===== config.mk =====
export PLATFORM = sky130hd
export DESIGN_NAME = dmem_arbiter
export DESIGN_NICKNAME = d
export VERILOG_FILES = /design/src/rtl/dmem_arbiter.sv
export SDC_FILE = /design/constraint.sdc
export NUM_CORES = 1
export LEC_CHECK = 0
export BUFFER_PORTS_ARGS = -buffer_cell sky130_fd_sc_hd__buf_4
export CAP_MARGIN = 20
export CELL_PAD_IN_SITES_DETAIL_PLACEMENT = 0
export CELL_PAD_IN_SITES_GLOBAL_PLACEMENT = 1
export CORE_MARGIN = 2
export CORE_UTILIZATION = 33
export CTS_CLUSTER_SIZE = 14
export DETAILED_ROUTE_END_ITERATION = 8
export PLACE_DENSITY = 0.89
export SLEW_MARGIN = 20
export SYNTH_ARGS = -nofsm -noshare
export SYNTH_HDL_FRONTEND = slang
export SYNTH_SLANG_ARGS = --single-unit

===== constraint.sdc =====
create_clock -name clk_i -period 1.8 [get_ports clk_i]
set_input_delay 0.18 -clock clk_i [delete_from_list [all_inputs] [get_ports clk_i]]
set_output_delay 0.18 -clock clk_i [all_outputs]
set_load 0.05 [all_outputs]

===== src/rtl/dmem_arbiter.sv =====
// dmem_arbiter: shares one data-memory port between a CPU and a DMA requester.
// Define DMEM_ARB_RR_EN for round-robin arbitration; otherwise fixed priority, cpu over dma.
module dmem_arbiter #(
  parameter int unsigned ACCESS_CYCLES = 2
) (
  input  logic        clk_i,
  input  logic        rst_i,
  input  logic        cpu_req_i,
  input  logic        cpu_we_i,
  input  logic [31:0] cpu_addr_i,
  input  logic [31:0] cpu_wdata_i,
  input  logic [1:0]  cpu_width_i,
  input  logic        cpu_sext_i,
  output logic        cpu_gnt_o,
  output logic        cpu_done_o,
  output logic [31:0] cpu_rdata_o,
  input  logic        dma_req_i,
  input  logic        dma_we_i,
  input  logic [31:0] dma_addr_i,
  input  logic [31:0] dma_wdata_i,
  input  logic [1:0]  dma_width_i,
  input  logic        dma_sext_i,
  output logic        dma_gnt_o,
  output logic        dma_done_o,
  output logic [31:0] dma_rdata_o,
  output logic [31:0] mem_addr_o,
  output logic [31:0] mem_data_o,
  output logic [1:0]  mem_width_o,
  output logic        mem_sign_extend_o,
  output logic        mem_write_o,
  input  logic [31:0] mem_result_i,
  output logic        busy_o
);

  typedef enum logic [1:0] {IDLE, BUSY, DONE} state_e;

  state_e      state_q;
  logic [3:0]  cnt_q;
  logic        owner_dma_q;
  logic        we_q;
  logic [31:0] addr_q;
  logic [31:0] wdata_q;
  logic [1:0]  width_q;
  logic        sext_q;
  logic [31:0] cpu_rdata_q;
  logic [31:0] dma_rdata_q;
  logic        cpu_done_q;
  logic        dma_done_q;

  logic        win_dma_d;
  logic        arb_en;
  logic        mem_en;
  logic        final_beat;

`ifdef DMEM_ARB_RR_EN
  logic last_dma_q;
  // On contention the requester that did not win last time goes first.
  assign win_dma_d = dma_req_i && (!cpu_req_i || !last_dma_q);
`else
  assign win_dma_d = dma_req_i && !cpu_req_i;
`endif

  // Grants and the memory port are gated by rst_i so a reset cycle never
  // issues a grant or a write strobe, even mid-access.
  assign arb_en     = (state_q == IDLE) && !rst_i;
  assign cpu_gnt_o  = arb_en && cpu_req_i && !win_dma_d;
  assign dma_gnt_o  = arb_en && win_dma_d;
  assign final_beat = (state_q == BUSY) && (cnt_q == 4'd0);
  assign mem_en     = (state_q == BUSY) && !rst_i;

  assign mem_addr_o        = mem_en ? addr_q  : '0;
  assign mem_data_o        = mem_en ? wdata_q : '0;
  assign mem_width_o       = mem_en ? width_q : '0;
  assign mem_sign_extend_o = mem_en && sext_q;
  assign mem_write_o       = mem_en && final_beat && we_q;

  assign busy_o      = (state_q != IDLE);
  assign cpu_done_o  = cpu_done_q;
  assign dma_done_o  = dma_done_q;
  assign cpu_rdata_o = cpu_rdata_q;
  assign dma_rdata_o = dma_rdata_q;

  // NOTE: all state uses non-blocking assignments so every register samples
  // pre-edge values; blocking here would create order-dependent simulation.
  always_ff @(posedge clk_i) begin
    if (rst_i) begin
      state_q     <= IDLE;
      cnt_q       <= '0;
      owner_dma_q <= 1'b0;
      we_q        <= 1'b0;
      addr_q      <= '0;
      wdata_q     <= '0;
      width_q     <= '0;
      sext_q      <= 1'b0;
      cpu_rdata_q <= '0;
      dma_rdata_q <= '0;
      cpu_done_q  <= 1'b0;
      dma_done_q  <= 1'b0;
`ifdef DMEM_ARB_RR_EN
      last_dma_q  <= 1'b1;
`endif
    end else begin
      case (state_q)
        IDLE: begin
          if (cpu_gnt_o || dma_gnt_o) begin
            owner_dma_q <= win_dma_d;
            we_q        <= win_dma_d ? dma_we_i    : cpu_we_i;
            addr_q      <= win_dma_d ? dma_addr_i  : cpu_addr_i;
            wdata_q     <= win_dma_d ? dma_wdata_i : cpu_wdata_i;
            width_q     <= win_dma_d ? dma_width_i : cpu_width_i;
            sext_q      <= win_dma_d ? dma_sext_i  : cpu_sext_i;
            cnt_q       <= 4'(ACCESS_CYCLES - 1);
            state_q     <= BUSY;
`ifdef DMEM_ARB_RR_EN
            last_dma_q  <= win_dma_d;
`endif
          end
        end
        BUSY: begin
          if (final_beat) begin
            state_q <= DONE;
            if (owner_dma_q) dma_done_q <= 1'b1;
            else             cpu_done_q <= 1'b1;
            if (!we_q) begin
              if (owner_dma_q) dma_rdata_q <= mem_result_i;
              else             cpu_rdata_q <= mem_result_i;
            end
          end else begin
            cnt_q <= cnt_q - 4'd1;
          end
        end
        DONE: begin
          cpu_done_q <= 1'b0;
          dma_done_q <= 1'b0;
          state_q    <= IDLE;
        end
        default: state_q <= IDLE;
      endcase
    end
  end

endmodule


# After elaboration in Yosys (flattened, before gate mapping)
# Cells that the tools add are included.
[word_totals]
latchBits = 0
elab_cells = 68
rom_bits = 0
mem_count = 0
mem_bits_rw = 0
inputBits = 172
ff_bits = 141
[op_classes]
n_lt_le_gt_ge = 0
div_mod_pow = 0
eq_ne = 7
n_mul = 0
reduce_logical = 26
addsub = 1
n_bitwise = 2
muxes = 20
shifts = 0
[op_table]
columns = ["operator", "count"]
rows = [
  ["32-bit 2-to-1 mux", 4],
  ["1-bit logical AND", 10],
  ["3-bit AND reduction", 3],
  ["2-bit 2-to-1 mux", 4],
  ["4-bit 2-to-1 mux", 2],
  ["2-bit != test, second input constant", 4],
  ["4-bit case mux with 2 select lines", 1],
  ["4-bit AND reduction", 2],
  ["1-bit 2-to-1 mux", 6],
  ["2-bit nonzero test", 3],
  ["4-bit zero test", 1],
  ["1-bit case mux with 2 select lines", 2],
  ["2-bit case mux with 2 select lines", 1],
  ["2-bit AND reduction", 2],
  ["4-bit by 1-bit subtractor with 4-bit output, second input constant", 1],
  ["1-bit zero test", 3],
  ["2-bit by 1-bit == test with 1-bit output, second input constant", 1],
  ["2-bit == test, second input constant", 1],
  ["2-bit zero test", 1],
  ["2-bit by 1-bit != test with 1-bit output, second input constant", 1],
  ["1-bit NOT", 2],
  ["1-bit logical OR", 1],
]

# Longest topological paths before layout
# Gate-level depths: netlist (run 1).
[logic_depth]
word_depth = 7
ltp_mapped = 7
mapped_depth_nobuf = 5

# Worst setup path after synthesis (run 1)
# Ideal clock, no wire load.
[synth_path]
path_type = "register to output"
from = "reg state_q[1]"
to = "out dma_gnt_o"
required_ps = 1620
path_stages_with_launch = 5
arrival_ps = 2189
slack_ps = -569
cell_sequence = "dfxtp_1 -> buf_2 -> nor2_1 -> inv_1 -> nor3_1"
[synth_via]
elab_chain_cells = 3
[synth_rtl]
columns = ["element", "line", "rtl"]
rows = [
  ["start: declaration", "37", "state_e state_q;"],
  ["start signal: assignment", "87", "state_q <= IDLE;"],
  ["start signal: assignment", "113", "state_q <= BUSY;"],
  ["start signal: assignment", "121", "state_q <= DONE;"],
  ["2-bit zero test", "65", "assign arb_en = (state_q == IDLE) && !rst_i;"],
  ["1-bit logical AND", "65", ""],
  ["1-bit logical AND", "67", "assign dma_gnt_o = arb_en && win_dma_d;"],
  ["end: declaration", "23", "output logic dma_gnt_o,"],
]
# No other way between the ends.

# Worst setup path after layout (run 1)
[layout_path]
from = "reg state_q[0]"
to = "out mem_addr_o[5]"
[layout_via]
elab_chain_cells = 3
[layout_rtl]
columns = ["element", "line", "rtl"]
rows = [
  ["2-bit by 1-bit == test with 1-bit output", "69", "assign mem_en = (state_q == BUSY) && !rst_i;"],
  ["1-bit logical AND", "69", ""],
  ["32-bit 2-to-1 mux", "71", "assign mem_addr_o = mem_en ? addr_q : '0;"],
  ["end: declaration", "26", "output logic [31:0] mem_addr_o,"],
]
# No other way between the ends.

==> summary.md, run 1 <==
| Metric | Value |
|---|---|
| Outcome | `finished with violations` |
| Violations in the final reports | `setup timing` |
| Hold Violations, Final | `0` |
| Post-synth top area share | `0.435` |
| Standard-cell row count | `51` |
| R2r setup slk | `approximately 90 ps` |
| GR Layer Usage met1 | `0.244` |
| Wire length of the first global-routing pass | `around 33000 um` |
| Antenna violations before repair | `0` |
| Worst-Margin Slew | `a little under 700 ps` |
| Number of endpoints failing setup at the final stage | `53` |
| Global-route layer with the greatest usage | `met2` |
| Area growth from synthesis to layout | `63.0%` |
| Min Tclk post-route | `approximately 1800 ps` |
| YS warnings | `0` |
| Number of DRC markers after the initial detailed-route iteration | `between 300 and 400` |
| Top post-synthesis cells by area | `dfxtp_1 (43%), mux2i_1 (10%), a21oi_1 (10%), a211oi_1 (8.0%), and2_1 (6.6%)` |
| Number of port buffers | `between 300 and 400` |
| Synth cell types | `40` |
| Proportion of power drawn by flip-flops and latches | `0.383` |
| Post-DRT Antenna Nets | `0` |
| Diodes inserted | `0` |
| Clock root cell | `clkbuf_16` |
| Required @ worst endpoint | `roughly 1600 ps` |
| Setup repair after global routing missed its margin | `true` |
| Vias | `about 6700` |
| Period utilization | `1.02` |
| Die width | `~140 um` |
| Internal Pwr Total | `6.32 mW` |
| Sink count of the clock tree | `approximately 140` |
| Routability congestion estimate | `0.767` |
| Final-layout setup total negative slack | `-720 ps` |
| Vertical die dimension | `around 140 um` |
| Post-layout net count | `approximately 1200` |
| Filler instances | `around 1800` |
| Clock power frac | `0.386` |
| Vias per cell | `between 5 and 6` |
| Sum of routed wire length over all layers | `about 22000 um` |
| Psw | `2.69 mW` |
| Critical path fanouts, max | `9` |
| Sequential element share of the synthesized area | `0.435` |
| CTS tree | `done` |
| Half-perimeter wire length after detailed placement | `around 14000 um` |
| Static Leak | `4.66 nW` |
| Delay of the slowest cell on the worst path | `roughly 370 ps` |
| Slowest-stage cell, CP | `dfxtp_4` |
| Syn avg cell area | `just under 9 sq um` |
| First-pass detailed-route iteration total | `4` |
| CTS Buf Count | `17` |
| Max Fclk | `542 MHz` |
| Normalized max-slew margin | `0.550` |
| Met2 demand-to-capacity share in global routing | `0.340` |
| Largest area contributor in the netlist | `dfxtp_1` |
| Core outline area | `19400 sq um` |
| Number of placed instances with taps included | `1250` |
| Floorplan die area | `20800 sq um` |
| Total power per unit cell area | `roughly 850 nW/um^2` |
| Flops & latches, synth | `between 100 and 150` |
| Critical path endpoint category | `output port` |
| Global routing usage summed across all routing layers | `0.199` |
| Final-report max-slew violation count | `0` |
| Largest net degree at the start of global routing | `140` |
| Number of max-cap violations | `0` |
| Net switching share of the total power | `0.298` |
| Class of the most critical hold timing path | `primary input to flip-flop` |
| Max rail drop VDD | `about 0.57 mV` |
| Cell count after synthesis | `between 700 and 800` |
| Clock H-tree levels | `4` |
| Critical path class | `flip-flop to output port` |
| Comb pwr share | `0.231` |
| Drt wl/cell | `approximately 17 um` |
| Total congestion overflow after global routing | `0` |
| Worst path arrival time | `1660 ps` |
| Crit path setup slack, layout | `-44.2 ps` |
| Max clock buf depth | `2` |
| Layout cells sized above 1 | `0.438` |
| Largest clock skew in the final design | `around 7.7 ps` |
| Bufs and invs on worst path | `3` |
| Power, Total | `around 9 mW` |
| CP Cell Sequence | `nor3b_4 -> buf_12 -> clkbuf_16 -> and2_1 -> buf_6` |
| GR Util met3 | `0.0510` |
| Number of global-route vias before repair | `between 6000 and 7000` |
| Clock latency of the later-clocked register in the worst-skew pair | `about 400 ps` |
| Netlist Area Pre-Place | `~6500 sq um` |
| Post-synthesis net count | `around 910` |
| Number of DRC violations after detailed routing | `0` |
| Post-route insts no fill | `~1300` |
| Clock edge transition at the registers on the reported setup and hold paths | `60 ps` |
| Initial core utilization | `0.335` |
| Placement-stage worst setup slack | `about 110 ps` |
| Startpoint type of the worst setup path | `flip-flop` |
| Crit path max-delay family | `buffers and inverters` |
| Boundary Pins | `between 300 and 400` |
-- layout make-up --
class | count | area [sq um] | share of cell area
Tap cell | 265 | 332 | 0.0313
Timing Repair Buffer | 352 | 3360 | 0.317
Clock buffer | 19 | 443 | 0.0419
Multi-Input combinational cell | 504 | 3460 | 0.327
Sequential cell | 141 | 2830 | 0.268
Clock inverter | 13 | 141 | 0.0134
Inverter | 4 | 15.0 | 0.00142
-- logic make-up (layout without fill, tap and decap cells) --
kind of cell,Yosys count,after routing,synth area share
compound gates,276,276,0.248
simple gates,158,158,0.147
flops,141,141,0.435
buf+inv,87,388,0.0611
mux,68,68,0.105
fa+ha+maj,2,2,0.00385
-- synthesized netlist by cell type, drive strengths merged --
| cell | number |
|---|---|
| a211o | 1 |
| a211oi | 69 |
| a21oi | 133 |
| a221o | 1 |
| a221oi | 1 |
| a31oi | 1 |
| a32oi | 2 |
| and2 | 70 |
| and3 | 1 |
| buf | 35 |
| clkbuf | 48 |
| dfxtp | 141 |
| ha | 2 |
| inv | 4 |
| mux2i | 68 |
| nand2b | 2 |
| nand3 | 64 |
| nand4bb | 1 |
| nor2 | 5 |
| nor2b | 2 |
| nor3 | 3 |
| nor3b | 2 |
| nor4b | 2 |
| nor4bb | 1 |
| o21ai | 64 |
| o21ba | 1 |
| o311a | 1 |
| o31a | 1 |
| o32a | 1 |
| or2 | 1 |
| or3b | 2 |
| or4 | 1 |
| or4b | 1 |
-- tightest hold or removal path: cells and delay by family --
family,cells,cell delay [ps]
buffers and inverters,1,110
AND/OR/NAND/NOR,1,50
AO/OA/AOI/OAI,1,50
-- worst paths after layout --
check	from	end	cells past startpoint
min	mem_result_i[16]	dma_rdata_o[16]	3
max	state_q[0]	mem_addr_o[5]	5
min reg2reg	dma_rdata_o[16]	dma_rdata_o[16]	2
max reg2reg	state_q[0]	wdata_q[5]	6
-- layout by cell type, fill, tap and decap left out, types with 2 or more instances in the layout --
master,Yosys,routed
a211oi_1,69,69
a21oi_1,133,133
a32oi_1,2,2
and2_1,69,18
and2_4,1,51
buf_12,0,14
buf_4,3,261
buf_6,3,24
buf_8,0,47
bufinv_16,0,2
clkbuf_16,0,21
clkinv_2,0,2
clkinvlp_4,0,6
dfxtp_1,141,138
dfxtp_4,0,2
ha_1,2,2
inv_1,4,4
inv_6,0,2
mux2i_1,68,68
nand3_1,64,64
nor2_1,5,4
nor2b_1,2,2
nor3_4,1,2
nor3b_4,0,2
o21ai_0,50,46
o21ai_1,14,18
-- flip-flops by register name (all words and copies together) (netlist names), 2 cells and up --
signal       count
cnt_q            4
width_q          2
addr_q          32
dma_rdata_o     32
wdata_q         32
state_q          2
cpu_rdata_o     32
-- per-layer routing --
metal / share of wire / wire length, um / up-vias
met1: 0.42 / 9470 / 3148
met3: 0.066 / 1470 / 27
met4: 0.018 / 412 / 0
li1: - / - / 3243
met2: 0.49 / 11000 / 248
met5: 0 / 0 / -
-- power groups by stage --
stage          Clock, mW  Combinational [mW]  Sequential [mW]
2_1_floorplan          0                1.00             3.64
3_3_place_gp           0                1.89             3.50
3_5_place_dp           0                1.90             3.51
4_1_cts             3.55                1.97             3.45
5_1_grt             3.69                2.23             3.48
6_report            3.48                2.08             3.45
-- stage by stage --
stage	hold slack, ps	utilization	cell area, sq um
after floorplan	277	-	6500
after global placement	432	0.471	9150
after detailed placement	429	0.471	9150
after CTS	18.7	0.521	10100
after global routing	22.8	0.546	10600
final	37.6	0.546	10600
-- what timing repair did --
action | in CTS | in global routing
buffers inserted | 4 | 4
gates cloned | 1 | 6
resized for setup | 85 | 104
endpoints found under the hold margin | 1 | 0
hold buffers | 1 | 0
setup endpoints to repair | 70 | 78
pin swaps | 6 | 4
Power figures use the tool's default switching activity.
==> run 2: changes to the inputs <==
Settings changed: CORE_ASPECT_RATIO set to 0.5.
==> run 2 against run 1 <==
Against the previous run: the flow still finishes with violations (setup timing); total power is 0.56% lower; clock power fell by 2%; highest routed layer unchanged; wire length rose by 0.71%; count of clock-buffer cells in the layout down 1; die area rose by 0.32%; utilization decreased by 0.41 points; final cell count down 0.54%; critical path type unchanged.
==> summary.md, run 2 (same netlist as run 1, synthesis figures left out) <==
| Metric | Value |
|---|---|
| Outcome | `finished with violations` |
| Violations in the final reports | `setup timing` |
| Routability congestion estimate | `roughly 0.77` |
| Startpoint type of the worst setup path | `flip-flop` |
| Placement-stage worst setup slack | `~55 ps` |
| Internal Pwr Total | `approximately 6.2 mW` |
| Final Core Density | `0.541` |
| Critical path fanouts, max | `17` |
| Worst-Margin Slew | `approximately 750 ps` |
| Critical path class | `flip-flop to output port` |
| Period utilization | `1.04` |
| FF-to-FF Start | `cnt_q[0]` |
| Final-report max-slew violation count | `0` |
| Initial core utilization | `0.335` |
| Clock edge transition at the registers on the reported setup and hold paths | `approximately 70 ps` |
| Total power per unit cell area | `about 850 nW/um^2` |
| Standard-cell row count | `36` |
| Worst min-delay path startpoint | `mem_result_i[29]` |
| Most common cell after layout, fill and taps aside | `buf_4` |
| Max clock buf depth | `2` |
| Wire length of the first global-routing pass | `about 34000 um` |
| Core outline area | `19400 sq um` |
| Hold Violations, Final | `0` |
| Diodes inserted | `0` |
| Antenna violations before repair | `0` |
| Normalized max-slew margin | `0.502` |
| Number of endpoints failing setup at the final stage | `just under 70` |
| Start point of the critical path | `state_q[1]` |
| Worst path arrival time | `between 1500 and 2000 ps` |
| Global-route layer with the greatest usage | `met2` |
| Post-layout net count | `1186` |
| Clock root cell | `clkbuf_16` |
| Area growth from synthesis to layout | `61.5%` |
| Die width | `just over 200 um` |
| Number of DRC markers after the initial detailed-route iteration | `351` |
| Clock power frac | `0.381` |
| Layout cells sized above 1 | `0.428` |
| Psw | `2.79 mW` |
| Final-layout setup total negative slack | `-2700 ps` |
| Power, Total | `roughly 9.0 mW` |
| Required @ worst endpoint | `between 1500 and 2000 ps` |
| Largest clock skew in the final design | `roughly 9.7 ps` |
| Floorplan die area | `20900 sq um` |
| Boundary Pins | `~310` |
| Max rail drop VDD | `0.679 mV` |
| Vertical die dimension | `103 um` |
| Class of the most critical hold timing path | `primary input to flip-flop` |
| Number of global-route vias before repair | `~6400` |
| GR Layer Usage met1 | `0.261` |
| Post-DRT Antenna Nets | `0` |
| Filler instances | `between 1500 and 2000` |
| Net switching share of the total power | `0.311` |
| Sum of routed wire length over all layers | `22500 um` |
| Number of port buffers | `308` |
| Number of DRC violations after detailed routing | `0` |
| CP Cell Sequence | `nor3b_4 -> buf_6 -> clkbuf_16 -> and2_1 -> buf_6` |
| Setup repair after global routing missed its margin | `true` |
| Comb pwr share | `0.233` |
| Proportion of power drawn by flip-flops and latches | `0.386` |
| Number of max-cap violations | `0` |
| Max Fclk | `535 MHz` |
| Slowest-stage cell, CP | `dfxtp_4` |
| Sink count of the clock tree | `about 140` |
| Clock H-tree levels | `4` |
| Delay of the slowest cell on the worst path | `roughly 360 ps` |
| Cell repeated most along the worst path | `buf_6` |
| Largest net degree at the start of global routing | `140` |
| CTS Buf Count | `17` |
| Half-perimeter wire length after detailed placement | `between 10000 and 15000 um` |
| CTS tree | `done` |
| Critical path endpoint category | `output port` |
| Total congestion overflow after global routing | `0` |
| Crit path setup slack, layout | `-69.5 ps` |
| Met2 demand-to-capacity share in global routing | `0.354` |
| Global routing usage summed across all routing layers | `0.204` |
| Static Leak | `roughly 4.6 nW` |
| Top library cells by usage in the layout, fill and taps aside | `buf_4 (253), dfxtp_1 (139), a21oi_1 (133), a211oi_1 (69), mux2i_1 (68)` |
| Drt wl/cell | `between 15 and 20 um` |
| First-pass detailed-route iteration total | `5` |
| Clock latency of the later-clocked register in the worst-skew pair | `approximately 420 ps` |
| Vias | `around 6600` |
| Min Tclk post-route | `about 1900 ps` |
| Vias per cell | `around 5.1` |
| GR Util met3 | `0.0323` |
[run 2: worst paths after layout]
check	slack, ps	cells after the start	endpoint
min	30	3	cpu_rdata_o[29]
min reg2reg	480	2	dma_rdata_o[11]
max	-70	5	mem_data_o[15]
max reg2reg	70	6	dma_rdata_o[16]
[run 2: final cells by class]
class                      instances  area, sq um  area share
clock buffer                      18          429      0.0409
multi-input combinational        504         3450       0.329
inverter                           4         15.0     0.00143
sequential                       141         2830       0.270
timing repair buffer             344         3290       0.314
clock inverter                    14          135      0.0129
tap                              266          333      0.0317
[run 2: stage by stage]
stage                     std cells  hold slack, ps  area, sq um
after floorplan                 732             277         6500
after global placement         1245             394         9100
after detailed placement       1245             402         9100
after CTS                      1285            11.3        10200
after global routing           1291            16.3        10500
final                          1291            28.5        10500
[run 2: metal layers]
layer,routed length [um],vias up,part of all wire
li1,-,3221,-
met2,11400,195,0.51
met1,9730,3164,0.43
met4,441,0,0.020
met5,0,-,0
met3,886,33,0.039
[run 2: power by group through the flow]
stage / clock network (mW) / logic [mW] / registers, mW
floorplan: 0 / 1.00 / 3.64
global placement: 0 / 1.85 / 3.51
detailed placement: 0 / 1.88 / 3.52
CTS: 3.48 / 2.02 / 3.45
global route: 3.64 / 2.23 / 3.48
finish: 3.42 / 2.08 / 3.46
[run 2: critical path, delay by kind of cell (launching register included)]
family	cells	cell delay [ps]
buf+inv	3	560
flops	1	360
simple gates	2	350
[run 2: timing repair]
| item | in CTS | in global routing |
|---|---|---|
| setup endpoints to repair | 69 | 104 |
| pin swaps | 8 | 8 |
| setup buffers | 3 | 3 |
| gates resized for setup | 106 | 73 |
| gates cloned | 4 | 3 |
| endpoints found under the hold margin | 1 | 0 |
| hold buffers | 1 | 0 |
==> run 3: changes to the inputs <==
==> constraint.sdc (replaced) <==
create_clock -name clk_i -period 1.8 [get_ports clk_i]
set_input_delay 0 -clock clk_i [delete_from_list [all_inputs] [get_ports clk_i]]
set_output_delay 0 -clock clk_i [all_outputs]
set_load 0.05 [all_outputs]
==> run 3 against run 2 <==
Against the previous run: the run still ends with setup timing left; via count rose by 14%; highest routed layer unchanged; die area unchanged; clock skew decreased by 0.73 ps; combinational power grew 18%; sequential power about the same; count of clock-buffer cells in the layout up 1; non-clock buffer count rose by 159; total power grew 5.5%; hold slack got worse by 19 ps; register-to-register slack improved by 20 ps; critical path depth is 2 higher; fmax down 0.34%.
==> summary.md, run 3 (same netlist as run 1, synthesis figures left out) <==
| Metric | Value |
|---|---|
| Routability congestion estimate | `~0.82` |
| Class of the most critical hold timing path | `primary input to flip-flop` |
| Period utilization | `1.04` |
| Vias | `7518` |
| Largest clock skew in the final design | `8.95 ps` |
| Outcome | `finished with violations` |
| Delay of the slowest cell on the worst path | `between 300 and 400 ps` |
| Violations in the final reports | `setup timing` |
| Static Leak | `roughly 5.3 nW` |
| Clock edge transition at the registers on the reported setup and hold paths | `approximately 70 ps` |
| Sum of routed wire length over all layers | `between 20000 and 30000 um` |
| Clock H-tree levels | `4` |
| Worst path arrival time | `approximately 1900 ps` |
| Critical path endpoint category | `output port` |
| Cell repeated most along the worst path | `buf_6` |
| Drt wl/cell | `approximately 18 um` |
| Bufs and invs on worst path | `5` |
| Setup repair after global routing missed its margin | `true` |
| Global routing usage summed across all routing layers | `0.234` |
| Clock latency of the later-clocked register in the worst-skew pair | `410 ps` |
| Post-layout net count | `1345` |
| Crit path max-delay family | `buffers and inverters` |
| Largest net degree at the start of global routing | `between 100 and 150` |
| Half-perimeter wire length after detailed placement | `~15000 um` |
| Boundary Pins | `just over 300` |
| Vertical die dimension | `~100 um` |
| Standard-cell row count | `36` |
| Total cell area at the placement stage | `9160 sq um` |
| Antenna violations before repair | `0` |
| Area growth from synthesis to layout | `86.4%` |
| Number of DRC markers after the initial detailed-route iteration | `between 400 and 500` |
| Die width | `~200 um` |
| Clock root cell | `clkbuf_16` |
| Max clock buf depth | `2` |
| Max Fclk | `533 MHz` |
| Max rail drop VDD | `approximately 0.66 mV` |
| Wire length of the first global-routing pass | `39100 um` |
| Crit path setup slack, layout | `-75.8 ps` |
| Total power per unit cell area | `781 nW/um^2` |
| Startpoint type of the worst setup path | `flip-flop` |
| Filler instances | `around 1500` |
| CTS tree | `done` |
| Diodes inserted | `0` |
| Core outline area | `a little under 20000 sq um` |
| Number of port buffers | `slightly above 300` |
| Slowest-stage cell, CP | `dfxtp_4` |
| Sink count of the clock tree | `approximately 140` |
| Number of max-cap violations | `0` |
| Final-report max-slew violation count | `0` |
| Post-DRT Antenna Nets | `0` |
| Hold Violations, Final | `0` |
| Top library cells by usage in the layout, fill and taps aside | `buf_4 (260), dlygate4sd3_1 (148), dfxtp_1 (138), a21oi_1 (133), a211oi_1 (69)` |
| Most common cell after layout, fill and taps aside | `buf_4` |
| Total congestion overflow after global routing | `0` |
| Min Tclk post-route | `1880 ps` |
| Number of endpoints failing setup at the final stage | `35` |
| Final non-filler cell area | `between 10000 and 15000 sq um` |
| Layout cells sized above 1 | `0.382` |
| Worst-Margin Slew | `735 ps` |
| Vias per cell | `5.18` |
| Required @ worst endpoint | `between 1500 and 2000 ps` |
| Number of global-route vias before repair | `7457` |
| Floorplan die area | `around 21000 sq um` |
| Placement-stage worst setup slack | `around 110 ps` |
| Number of DRC violations after detailed routing | `0` |
| Normalized max-slew margin | `0.510` |
| Initial core utilization | `0.335` |
| CTS Buf Count | `17` |
| Power, Total | `9.46 mW` |
| Critical path fanouts, max | `8` |
| CP Cell Sequence | `buf_6 -> nor3b_4 -> buf_6 -> buf_12 -> clkbuf_16 -> and2_4 -> buf_8` |
| First-pass detailed-route iteration total | `5` |
| Critical path class | `flip-flop to output port` |
## run 3: cell count changes in the layout (fill, tap and decap cells not counted), moves of 2 or more
cell | before | now
clkinvlp_4 | 6 | 4
o21ai_0 | 47 | 49
dlygate4sd3_1 | 1 | 148
clkbuf_16 | 19 | 21
dfxtp_2 | 0 | 2
buf_12 | 10 | 14
buf_4 | 253 | 260
buf_6 | 26 | 37
o21ai_1 | 17 | 15
and2_4 | 50 | 48
buf_8 | 48 | 36
## run 3: path summary, 6_finish.rpt
check	from	endpoint	slack [ps]	cells after the start
worst min-delay path	dma_addr_i[28]	addr_q[28]	9	3
worst max register to register	state_q[1]	addr_q[31]	90	6
worst min register to register	dma_rdata_o[14]	dma_rdata_o[14]	480	2
worst max-delay path	state_q[1]	mem_width_o[1]	-80	7
## run 3: tightest hold or removal path, stage by stage
cell and delay, ps:
buf_4 110, mux2i_1 160, a211oi_1 100
## run 3: metal layers
| layer | vias to the layer above | wire, um | share of wire | global-route usage |
|---|---|---|---|---|
| met5 | - | 0 | 0 | 0 |
| met4 | 0 | 793 | 0.030 | 0.0960 |
| met3 | 69 | 1130 | 0.043 | 0.0379 |
| met2 | 259 | 13700 | 0.52 | 0.426 |
| met1 | 3649 | 10900 | 0.41 | 0.281 |
| li1 | 3541 | - | - | - |
## run 3: area by class of cell
class / count / area (sq um) / share of cell area
flip-flops and latches: 141 / 2830 / 0.234
inverters: 4 / 15.0 / 0.00124
clock buffers: 19 / 433 / 0.0358
well taps: 266 / 333 / 0.0275
multi-input cells: 504 / 3450 / 0.285
repair buffers: 503 / 4890 / 0.404
clock inverters: 13 / 156 / 0.0129
## run 3: timing repair
item	in CTS	in global routing
gates resized for setup	62	106
gates cloned	4	5
hold endpoints to repair	124	1
hold buffers	147	1
setup buffers	6	7
endpoints found under the setup margin	69	100
pin swaps	2	32
## run 3: where the power goes
group | internal (mW) | total (mW) | switching [mW] | leakage (nW)
Clock | 2.08 | 3.54 | 1.46 | 0.275
Sequential | 3.34 | 3.46 | 0.122 | 1.15
Combinational | 1.17 | 2.46 | 1.29 | 3.89
## run 3: metrics by stage
| step | TNS [ps] | cells | util | hold slack (ps) |
|---|---|---|---|---|
| 2_1_floorplan | 0 | 732 | - | 96.6 |
| 3_3_place_gp | 0 | 1248 | 0.473 | 222 |
| 3_5_place_dp | 0 | 1248 | 0.473 | 220 |
| 4_1_cts | -2150 | 1437 | 0.599 | 0.0854 |
| 5_1_grt | -4350 | 1450 | 0.625 | 0.130 |
| 6_report | -1620 | 1450 | 0.625 | 9.08 |
